<file path="src/rtl/fifo_sched_pkg.sv">
// -----------------------------------------------------------------------------
// fifo_sched_pkg
// Shared definitions for the FIFO port scheduler: priority-state type, the
// depth and counter width of the attached FIFO, the default data width and a
// saturating increment helper used by the issue counters.
// -----------------------------------------------------------------------------
package fifo_sched_pkg;

  localparam int unsigned FIFO_DEPTH = 16;
  localparam int unsigned CNT_W      = 16;
  localparam int unsigned DEF_DW     = 8;

  // Which operation wins when a read and a write are both eligible.
  typedef enum logic [0:0] {
    PRI_WR = 1'b0,
    PRI_RD = 1'b1
  } sched_pri_e;

  // Increment that sticks at all-ones instead of wrapping.
  function automatic logic [CNT_W-1:0] sat_inc(input logic [CNT_W-1:0] i_val);
    return (&i_val) ? i_val : i_val + CNT_W'(1);
  endfunction

endpackage

</file>
<file path="src/rtl/rr_arbiter.sv">
// -----------------------------------------------------------------------------
// rr_arbiter
// Purely combinational round-robin picker. Starting at index i_ptr and
// searching upward with wrap from N-1 to 0, the first set request wins.
// The pointer register is owned by the instantiating block.
//
// Ports:
//   i_req      N     request vector
//   i_ptr      IDXW  index searched first
//   o_gnt      N     one-hot grant, zero when no request is set
//   o_gnt_idx  IDXW  index of the granted request (0 when none)
//   o_any      1     at least one request is set
// -----------------------------------------------------------------------------
module rr_arbiter #(
  parameter int unsigned N    = 4,
  parameter int unsigned IDXW = (N > 1) ? $clog2(N) : 1
) (
  input  logic [N-1:0]    i_req,
  input  logic [IDXW-1:0] i_ptr,
  output logic [N-1:0]    o_gnt,
  output logic [IDXW-1:0] o_gnt_idx,
  output logic            o_any
);

  // One extra bit so ptr + offset cannot overflow before the wrap.
  logic [IDXW:0] w_pos;
  logic          w_found;

  always_comb begin
    o_gnt     = '0;
    o_gnt_idx = '0;
    w_found   = 1'b0;
    w_pos     = '0;
    for (int k = 0; k < N; k++) begin
      w_pos = {1'b0, i_ptr} + (IDXW+1)'(k);
      if (w_pos >= (IDXW+1)'(N)) begin
        w_pos = w_pos - (IDXW+1)'(N);
      end
      if (!w_found && i_req[w_pos[IDXW-1:0]]) begin
        w_found                   = 1'b1;
        o_gnt[w_pos[IDXW-1:0]]    = 1'b1;
        o_gnt_idx                 = w_pos[IDXW-1:0];
      end
    end
  end

  assign o_any = |i_req;

endmodule

</file>
<file path="src/rtl/fifo_port_sched.sv">
// -----------------------------------------------------------------------------
// fifo_port_sched
// Access scheduler in front of a 16-deep synchronous FIFO. NUM_WR producers
// share the single write port through round-robin arbitration, and their
// writes are interleaved with one consumer's reads so that at most one FIFO
// operation is issued per cycle (the FIFO drops a read that coincides with an
// accepted write). Issue decisions are combinational from the current
// requests and FIFO flags.
//
// Ports:
//   clk, rst         clock; synchronous active-high reset
//   i_wr_req         per-producer write request (held until acked)
//   i_wr_data        producer data, slice i = [i*DW +: DW]
//   o_wr_ack         one-hot/zero; data of producer i taken at this edge
//   i_rd_req         consumer read request
//   o_rd_ack         read issued to the FIFO this cycle
//   o_rd_valid       registered; high the cycle after o_rd_ack
//   o_rd_data        FIFO dout passthrough, meaningful with o_rd_valid
//   o_fifo_wr/rd     FIFO write/read strobes (never both high)
//   o_fifo_din       FIFO write data
//   i_fifo_dout      FIFO read data
//   i_fifo_full/empty current-cycle FIFO flags
//   o_wr_cnt/rd_cnt  saturating counts of issued writes/reads
// -----------------------------------------------------------------------------
module fifo_port_sched
  import fifo_sched_pkg::*;
#(
  parameter int unsigned NUM_WR = 4,
  parameter int unsigned DW     = DEF_DW
) (
  input  logic                 clk,
  input  logic                 rst,
  input  logic [NUM_WR-1:0]    i_wr_req,
  input  logic [NUM_WR*DW-1:0] i_wr_data,
  output logic [NUM_WR-1:0]    o_wr_ack,
  input  logic                 i_rd_req,
  output logic                 o_rd_ack,
  output logic                 o_rd_valid,
  output logic [DW-1:0]        o_rd_data,
  output logic                 o_fifo_wr,
  output logic                 o_fifo_rd,
  output logic [DW-1:0]        o_fifo_din,
  input  logic [DW-1:0]        i_fifo_dout,
  input  logic                 i_fifo_full,
  input  logic                 i_fifo_empty,
  output logic [CNT_W-1:0]     o_wr_cnt,
  output logic [CNT_W-1:0]     o_rd_cnt
);

  localparam int unsigned IDXW = (NUM_WR > 1) ? $clog2(NUM_WR) : 1;

  sched_pri_e          r_pri;
  sched_pri_e          w_pri_next;
  logic [IDXW-1:0]     r_ptr;
  logic                r_rd_valid;
  logic [CNT_W-1:0]    r_wr_cnt;
  logic [CNT_W-1:0]    r_rd_cnt;

  logic [NUM_WR-1:0]   w_gnt;
  logic [IDXW-1:0]     w_gnt_idx;
  logic                w_any_req;
  logic                w_wr_elig;
  logic                w_rd_elig;
  logic                w_do_wr;
  logic                w_do_rd;
  logic [IDXW-1:0]     w_ptr_next;

  rr_arbiter #(
    .N    (NUM_WR),
    .IDXW (IDXW)
  ) u_rr_arbiter (
    .i_req     (i_wr_req),
    .i_ptr     (r_ptr),
    .o_gnt     (w_gnt),
    .o_gnt_idx (w_gnt_idx),
    .o_any     (w_any_req)
  );

  assign w_wr_elig = w_any_req && !i_fifo_full;
  assign w_rd_elig = i_rd_req && !i_fifo_empty;

  // Priority FSM: next state and the single issued operation. Reset
  // suppresses issue combinationally so nothing reaches the FIFO in that cycle.
  always_comb begin
    w_pri_next = r_pri;
    w_do_wr    = 1'b0;
    w_do_rd    = 1'b0;
    if (!rst) begin
      unique case (r_pri)
        PRI_WR: begin
          if (w_wr_elig) begin
            w_do_wr = 1'b1;
          end else if (w_rd_elig) begin
            w_do_rd = 1'b1;
          end
        end
        PRI_RD: begin
          if (w_rd_elig) begin
            w_do_rd = 1'b1;
          end else if (w_wr_elig) begin
            w_do_wr = 1'b1;
          end
        end
        default: begin
          w_do_wr = 1'b0;
          w_do_rd = 1'b0;
        end
      endcase
      if (w_do_wr) begin
        w_pri_next = PRI_RD;
      end else if (w_do_rd) begin
        w_pri_next = PRI_WR;
      end
    end
  end

  always_ff @(posedge clk) begin
    if (rst) begin
      r_pri <= PRI_WR;
    end else begin
      r_pri <= w_pri_next;
    end
  end

  // Pointer moves just past the granted producer, wrapping at NUM_WR-1.
  assign w_ptr_next = (w_gnt_idx == IDXW'(NUM_WR - 1)) ? '0 : w_gnt_idx + IDXW'(1);

  always_ff @(posedge clk) begin
    if (rst) begin
      r_ptr      <= '0;
      r_rd_valid <= 1'b0;
      r_wr_cnt   <= '0;
      r_rd_cnt   <= '0;
    end else begin
      r_rd_valid <= w_do_rd;
      if (w_do_wr) begin
        r_ptr    <= w_ptr_next;
        r_wr_cnt <= sat_inc(r_wr_cnt);
      end
      if (w_do_rd) begin
        r_rd_cnt <= sat_inc(r_rd_cnt);
      end
    end
  end

  // Write data mux driven by the one-hot grant.
  always_comb begin
    o_fifo_din = '0;
    for (int i = 0; i < NUM_WR; i++) begin
      if (w_gnt[i]) begin
        o_fifo_din = i_wr_data[i*DW +: DW];
      end
    end
  end

  assign o_wr_ack   = w_do_wr ? w_gnt : '0;
  assign o_fifo_wr  = w_do_wr;
  assign o_rd_ack   = w_do_rd;
  assign o_fifo_rd  = w_do_rd;
  assign o_rd_valid = r_rd_valid;
  assign o_rd_data  = i_fifo_dout;
  assign o_wr_cnt   = r_wr_cnt;
  assign o_rd_cnt   = r_rd_cnt;

endmodule

</file>
<file path="config.mk">
export PLATFORM = sky130hd
export DESIGN_NAME = fifo_port_sched
export DESIGN_NICKNAME = d
export VERILOG_FILES = /design/src/rtl/fifo_sched_pkg.sv /design/src/rtl/rr_arbiter.sv /design/src/rtl/fifo_port_sched.sv
export SDC_FILE = /design/constraint.sdc
export NUM_CORES = 1
export LEC_CHECK = 0
export BUFFER_PORTS_ARGS = -buffer_cell sky130_fd_sc_hd__buf_2
export CORE_MARGIN = 4
export CORE_UTILIZATION = 45
export CTS_CLUSTER_DIAMETER = 120
export CTS_CLUSTER_SIZE = 40
export DETAILED_ROUTE_END_ITERATION = 8
export PLACE_DENSITY = 0.74
export SYNTH_ARGS = -nofsm -noshare
export SYNTH_HDL_FRONTEND = slang
export SYNTH_SLANG_ARGS = --single-unit
</file>
<file path="constraint.sdc">
create_clock -name clk -period 4.5 [get_ports clk]
set_input_delay 1.125 -clock clk [delete_from_list [all_inputs] [get_ports clk]]
set_output_delay 1.125 -clock clk [all_outputs]
set_load 0.01 [all_outputs]
</file>
Word level (Yosys, flattened, before mapping)
Index checks and enable logic that the tools add are counted.
W data, S select, Z words.
Word-level totals
  logic and storage cells: 103
  output and inout bits: 56
  flip-flop bits (word level): 36
  input bits: 49
Cells by class
  equality and inequality tests: 1
  multiplexer cells: 49
  add/subtract/negate cells: 10
  bitwise gates (word level): 6
  reduce and logical (&&, ||, !) cells: 20
  $lt $le $gt $ge: 12
Operator list (count)
  $add A16 B1 Y16 const B: 2
  $mux W8: 4
  $reduce_and A16 Y1: 2
  $mux W1: 21
  $mux W4: 5
  $mux W2: 9
  $lt A2 B3 Y1 const B: 4
  $or A4 B4 Y4: 3
  $ge A3 B3 Y1 const B: 3
  $logic_and A1 B1 Y1: 9
  $bmux W1 S2: 4
  $demux W1 S2: 4
  $ge A2 B1 Y1 const B: 4
  $sub A2 B1 Y2 const B: 4
  $add A2 B2 Y3 const B: 2
  $logic_not A1 Y1: 5
  $pmux W1 S2: 2
  $reduce_and A2 Y1: 2
  $reduce_or A4 Y1: 1
  $add A2 B1 Y3 const B: 1
  $ge A2 B3 Y1 const B: 1
  $not A1 Y1: 3
  $add A2 B1 Y2 const B: 1
  $eq A2 B2 Y1 const B: 1
  $reduce_bool A2 Y1: 1

Logic depth before layout (Yosys ltp)
Gate-level depths: netlist of run 1.
  depth after elaboration: 18
  mapped depth: 12

Modules after synthesis
A second synthesis of run 1 with hierarchy kept.
Second synthesis, totals
  cells, all modules: 322
  area, all modules: 2617.5 um^2
By module, submodules not included
  fifo_port_sched: cells each 273, instances 1, seq. area each 720.7 um^2, area an instance 2205.9 um^2
  rr_arbiter: cells each 49, instances 1, seq. area each 0.0 um^2, area an instance 411.6 um^2

Worst setup path after synthesis of run 1
Ideal clock, no wire load.
  path kind: input to output
  start point: input i_wr_req[0]
  end point: output o_fifo_din[0]
  path slack: 0.521 ns
  arrival: 2.854 ns
  data required time: 3.375 ns
  stages: 9
  path through: buf_2 > or3b_4 > a211oi_4 > o21ai_1 > and4_4 > buf_6 > and3_1 > buf_6 > a31oi_2
On the way
  cells in the longest elaborated chain, start to end: 16
  elaborated cells between the ends (all ways): 28
  classes of those cells: 19 x mux; 3 x bitwise; 6 x reduce/logical
RTL lines
  start: declaration: line fifo_port_sched.sv:33  | input logic [NUM_WR-1:0] i_wr_req,
  $bmux W1 S2: line rr_arbiter.sv:39  | if (!w_found && i_req[w_pos[IDXW-1:0]]) begin
  $mux W1 (implied by the code): line rr_arbiter.sv:39
  $mux W1: line rr_arbiter.sv:39
  $logic_not A1 Y1: line rr_arbiter.sv:39
  $logic_and A1 B1 Y1: line rr_arbiter.sv:39
  $mux W1: line rr_arbiter.sv:39
  $logic_not A1 Y1: line rr_arbiter.sv:39
  $logic_and A1 B1 Y1: line rr_arbiter.sv:39
  $mux W1: line rr_arbiter.sv:39
  $logic_not A1 Y1: line rr_arbiter.sv:39
  $logic_and A1 B1 Y1: line rr_arbiter.sv:39
  $mux W4 (*): line rr_arbiter.sv:39
  $mux W8 (3 in series): line fifo_port_sched.sv:150  | if (w_gnt[i]) begin
  $mux W8 (*): line fifo_port_sched.sv:150
  end: declaration: line fifo_port_sched.sv:42  | output logic [DW-1:0] o_fifo_din,
Mark *: on every way between the ends. The rest lies on a longest branch, timed or not. The select of a mux whose other input is x is not followed.

Worst setup path in the final report of run 1
  start point: input i_wr_req[1]
  end point: output o_fifo_din[6]
Same word-level chain as after synthesis.

==> results.json, run 1 <==
{
  "cp-end-kind": "primary output",
  "grt_use_total": 0.1783,
  "dp_cells": 472,
  "area_growth_pct": 18.58,
  "fin_ws_ns": 0.2187,
  "setup_viol": 0,
  "ir_drop_uv": 218.8,
  "cts_buffers": 5,
  "hp-class": "flip-flop to flip-flop",
  "grt_antenna_before_repair": 0,
  "grt_max_degree": 37,
  "worstPathMaxFanout": 11,
  "synth-seq-cells": 36,
  "fin_nets": 462,
  "fp.dieH_um": 85.75,
  "wl_um": 6479,
  "initial_core_util": 0.4622,
  "yosysMostFrequentCell": "nor2_1",
  "wl_per_cell_um": 13.50,
  "outcome": "finished clean",
  "drt_first_pass_iters": 4,
  "cts_setup_buffers": 0,
  "rows": 28,
  "arrival_ns": 3.16,
  "clk_pin_slew_worst_paths_ns": 0.07,
  "cts-root-buf": "clkbuf_8",
  "p_leak_nw": 1.394,
  "clk_latency_ns": 0.28,
  "clk_path_buf_depth": 2,
  "vias": 2646,
  "port_buffers": 88,
  "synth_commonest_cells": "nor2_1, dfxtp_1, nand2_1",
  "crit_type": "input port to primary output",
  "powerDensity_nw_per_um2": 282.7,
  "power.internal_mw": 0.6010,
  "async_reset_ff_frac": 0,
  "drt_iter0_markers": 67,
  "cts_sinks": 36,
  "die_area_um2": 7352,
  "grt_pass1_vias": 2409,
  "cts_tree": "built",
  "chipWidth_um": 85.75,
  "avgSynthCellArea_um2": 8.243,
  "drv_slew": 0,
  "worstSetupStartpointType": "input port",
  "p_comb_frac": 0.382,
  "clock_power_share": 0.259,
  "syn_nets": 388,
  "switching_power_mw": 0.3108,
  "p_total_mw": 0.9118,
  "max_freq_mhz": 233.6,
  "cap_violations": 0,
  "whs_ns": 0.5207,
  "rsz0062_at_grt": "false",
  "synth_edf_count": 0,
  "finalCritPeriodShare": 0.9514,
  "fin_area_um2": 3226,
  "antenna_cells": 0,
  "fin_cells": 480,
  "tightestPinTransition_ns": 0.7215,
  "yosysSeqAreaShare": 0.2649,
  "grt_overflow": 0,
  "utilization": 0.5480,
  "placed_area_um2": 3131,
  "h-tree-depth": 2,
  "relSlewSlack": 0.5114,
  "synth_cell_types": 53,
  "synthCells": 330,
  "syn_area_um2": 2720,
  "grt_pass1_wl_um": 10900,
  "gp_congestion": 0.8828,
  "final.setup.tns_ns": 0,
  "pre_cts_ws_ns": 0.08750,
  "crit_required_ns": 3.38,
  "ios": 105,
  "worst_clock_skew_ns": 0.004843,
  "sequentialPowerShare": 0.359,
  "post-route-min-period_ns": 4.281,
  "route.detailed.drc": 0,
  "hold_viol": 0,
  "synth_warnings": 0,
  "ys_top_cells_by_area": "dfxtp_1, mux2i_1, nor2_1",
  "switching_share": 0.3409,
  "drt.antenna.violating_nets": 0,
  "fp.coreArea_um2": 5886,
  "place_hpwl_um": 4910,
  "layout-drive-gt1-share": 0.3160,
  "yosysTopAreaCellShare": 0.2649,
  "yosys.area.top_type": "dfxtp_1",
  "synth_ff_type": "dfxtp_1",
  "viasPerCell": 5.513
}
-- sequential cells by signal (all words and copies together) (netlist names), named ones only --
name / flops
o_rd_cnt: 16
o_wr_cnt: 16
o_rd_valid: 1
r_pri: 1
r_ptr: 1
-- metal layers --
layer,track usage,wire [um],vias to the layer above
li1,-,-,1315
met1,0.2194,2780,1231
met2,0.3086,3112,91
met3,0.04323,510,9
met4,0.05036,76,0
met5,0,0,-
-- final cells by class --
type | instances | area (um^2)
Fill cell | 585 | 2660
Sequential cell | 36 | 720.7
Tap cell | 75 | 93.84
Inverter | 19 | 71.32
Clock buffer | 8 | 90.09
Multi-Input combinational cell | 248 | 1764
Timing Repair Buffer | 94 | 485.5
-- layout by cell type, fill, tap and decap left out, types with 2 or more instances in the layout --
cell type / n
a31oi_2: 7
mux2_2: 2
buf_2: 88
dfxtp_1: 36
nand4_1: 6
o21a_1: 4
nor2_1: 39
mux2i_1: 15
and2_1: 3
o31a_1: 2
buf_4: 6
nor3_1: 5
or3_1: 6
clkbuf_8: 6
and3_1: 6
and4_1: 2
clkbuf_1: 2
nor4_1: 6
o41ai_1: 8
o21ai_0: 12
a21oi_1: 9
ha_1: 8
xor2_1: 14
nor4_2: 4
a311oi_4: 2
nand3b_1: 2
nand2_1: 26
xnor2_1: 14
o21ai_1: 2
nand3_1: 20
inv_1: 19
-- final timing paths --
kind | from | end | slack, ns | cells after the start
min reg2reg | o_rd_cnt[12] | o_rd_cnt[12] | 0.52 | 2
min | o_rd_cnt[12] | o_rd_cnt[12] | 0.52 | 2
max reg2reg | flip-flop | r_ptr[1] | 2.18 | 8
max | i_wr_req[1] | o_fifo_din[6] | 0.22 | 8
-- timing repair --
item | in CTS | in global routing
hold endpoints to repair | 0 | 0
setup endpoints to repair | 0 | 8
hold buffers | 0 | 0
resized for setup | 0 | 3
-- critical path, cell delays in order --
cell,delay [ns]
buf_2,0.17
or3b_2,0.49
a21oi_2,0.30
nor2_1,0.15
o2111ai_2,0.40
nand2_1,0.17
a31oi_4,0.20
buf_2,0.15
-- cell families after synthesis --
group                    after synthesis  synth area share
AND/OR/NAND/NOR                      134            0.2558
AO/OA/AOI/OAI                         58            0.1863
buffers and inverters                 46           0.08832
flip-flops                            36            0.2649
XOR/XNOR                              28           0.09016
multiplexers                          19           0.07313
adder cells (fa/ha/maj)                9           0.04140
-- power groups by stage --
stage,registers [mW],clock network (mW),logic (mW)
3_3_place_gp,0.335,0,0.338
4_1_cts,0.327,0.244,0.347
6_report,0.327,0.236,0.349
5_1_grt,0.328,0.261,0.380
2_1_floorplan,0.337,0,0.262
3_5_place_dp,0.335,0,0.346
Note: power is estimated with default switching activity, not from simulation.
==> inputs of run 2 (changes only) <==
CORE_UTILIZATION = 50   (was 45)
PLACE_DENSITY = 0.81   (was 0.74)
==> results.json, run 2 (same netlist as run 1, synthesis figures left out) <==
{
  "crit_type": "input port to primary output",
  "clk_pin_slew_worst_paths_ns": 0.07,
  "grt_use_total": 0.2002,
  "grt_antenna_before_repair": 0,
  "cts_sinks": 36,
  "mostFrequentLayoutCell": "buf_2",
  "path_cells": "buf_2 -> or3b_4 -> a211oi_4 -> nor2_1 -> o2111ai_2 -> nand2_1 -> a31oi_4 -> buf_2",
  "clk_latency_ns": 0.28,
  "relSlewSlack": 0.4727,
  "regToRegSetupSlack_ns": 2.17,
  "ir_drop_uv": 225.4,
  "cap_violations": 0,
  "grt_overflow": 0,
  "grt_util_met3": 0.03399,
  "grt.met2_usage": 0.3409,
  "h-tree-depth": 2,
  "drt_first_pass_iters": 4,
  "post-route-min-period_ns": 4.270,
  "final.setup.tns_ns": 0,
  "chipWidth_um": 81.76,
  "drt_iter0_markers": 52,
  "arrival_ns": 3.15,
  "cts-root-buf": "clkbuf_8",
  "tightestPinTransition_ns": 0.7786,
  "cts_resized": 0,
  "wl_um": 6648,
  "cp-end-kind": "primary output",
  "worstPathMaxFanout": 10,
  "grtUsageMet1": 0.2503,
  "rows": 26,
  "finalCritPeriodShare": 0.9489,
  "final_cell_mix": "buf_2, nor2_1, dfxtp_1, nand2_1, nand3_1",
  "crit_required_ns": 3.38,
  "switching_power_mw": 0.3119,
  "p_comb_frac": 0.365,
  "hold_viol": 0,
  "ios": 105,
  "fp.coreArea_um2": 5205,
  "layout-drive-gt1-share": 0.3168,
  "drt.antenna.violating_nets": 0,
  "clock_power_share": 0.291,
  "cts_buffers": 5,
  "crit_family": "compound AO/OA/AOI/OAI gates",
  "wl_per_cell_um": 14.03,
  "path_buf_inv": 2,
  "p_leak_nw": 1.399,
  "vias": 2615,
  "cts_hold_buf": 0,
  "antenna_cells": 0,
  "fp.dieH_um": 81.76,
  "grt_max_degree": 37,
  "busiest_layer": "met2",
  "cpMaxStageDelayCell": "or3b_4",
  "rsz0062_at_grt": "false",
  "outcome": "finished clean",
  "viasPerCell": 5.517,
  "hp-class": "flip-flop to flip-flop",
  "drv_slew": 0,
  "cts_setup_buffers": 0,
  "cts_tree": "built",
  "switching_share": 0.3280,
  "initial_core_util": 0.5226,
  "port_buffers": 88,
  "grt_pass1_wl_um": 10770,
  "power.internal_mw": 0.6390,
  "powerDensity_nw_per_um2": 294.5,
  "max_freq_mhz": 234.2,
  "place_hpwl_um": 5049,
  "route.detailed.drc": 0,
  "slowest_delay_ns": 0.42,
  "whs_ns": 0.5278,
  "worst_clock_skew_ns": 0.004127,
  "grt_pass1_vias": 2435,
  "area_growth_pct": 18.72,
  "gp_congestion": 1.018,
  "setup_viol": 0,
  "sequentialPowerShare": 0.345,
  "worstSetupStartpointType": "input port",
  "die_area_um2": 6684,
  "clk_path_buf_depth": 2,
  "critPathMostFrequentCell": "buf_2",
  "fin_nets": 461
}
[run 2: per-stage QoR]
step | setup slack (ns) | power, mW | cells | util | cell area [um^2]
global placement | 0.2187 | 0.6696 | 466 | 0.5988 | 3117
CTS | 0.07237 | 0.9565 | 474 | 0.6195 | 3224
floorplan | 0.5208 | 0.5993 | 330 | - | 2720
global route | 0.05384 | 1.003 | 474 | 0.6204 | 3229
detailed placement | 0.1302 | 0.6780 | 466 | 0.5988 | 3117
finish | 0.2300 | 0.9509 | 474 | 0.6204 | 3229
[run 2: metal layers]
layer,up-vias,share of wire
met3,21,0.063
met5,-,0
met1,1182,0.43
met4,0,0.024
met2,105,0.48
li1,1307,-
[run 2: path summary, 6_finish.rpt]
check | startpoint | to | cells past startpoint
setup / recovery | i_wr_req[0] | o_fifo_din[6] | 8
hold / removal | r_pri | r_pri | 2
setup reg to reg | flip-flop | r_ptr[1] | 8
hold reg to reg | r_pri | r_pri | 2
[run 2: power by group through the flow]
stage          Combinational, mW  Sequential, mW  Clock, mW
4_1_cts                    0.344           0.328      0.285
2_1_floorplan              0.262           0.337          0
3_5_place_dp               0.343           0.335          0
3_3_place_gp               0.335           0.335          0
5_1_grt                    0.378           0.328      0.296
6_report                   0.347           0.328      0.276
[run 2: worst min-delay path, stage by stage (launching register included)]
cell and delay, ns:
dfxtp_1 0.34, nor2_1 0.10, nor3_1 0.05
[run 2: final cells by class]
| class | instances | area (um^2) |
|---|---|---|
| Fill cell | 497 | 1976 |
| Multi-Input combinational cell | 248 | 1764 |
| Sequential cell | 36 | 720.7 |
| Timing Repair Buffer | 93 | 478.0 |
| Tap cell | 70 | 87.58 |
| Clock buffer | 6 | 72.57 |
| Inverter | 19 | 71.32 |
| Clock inverter | 2 | 35.03 |
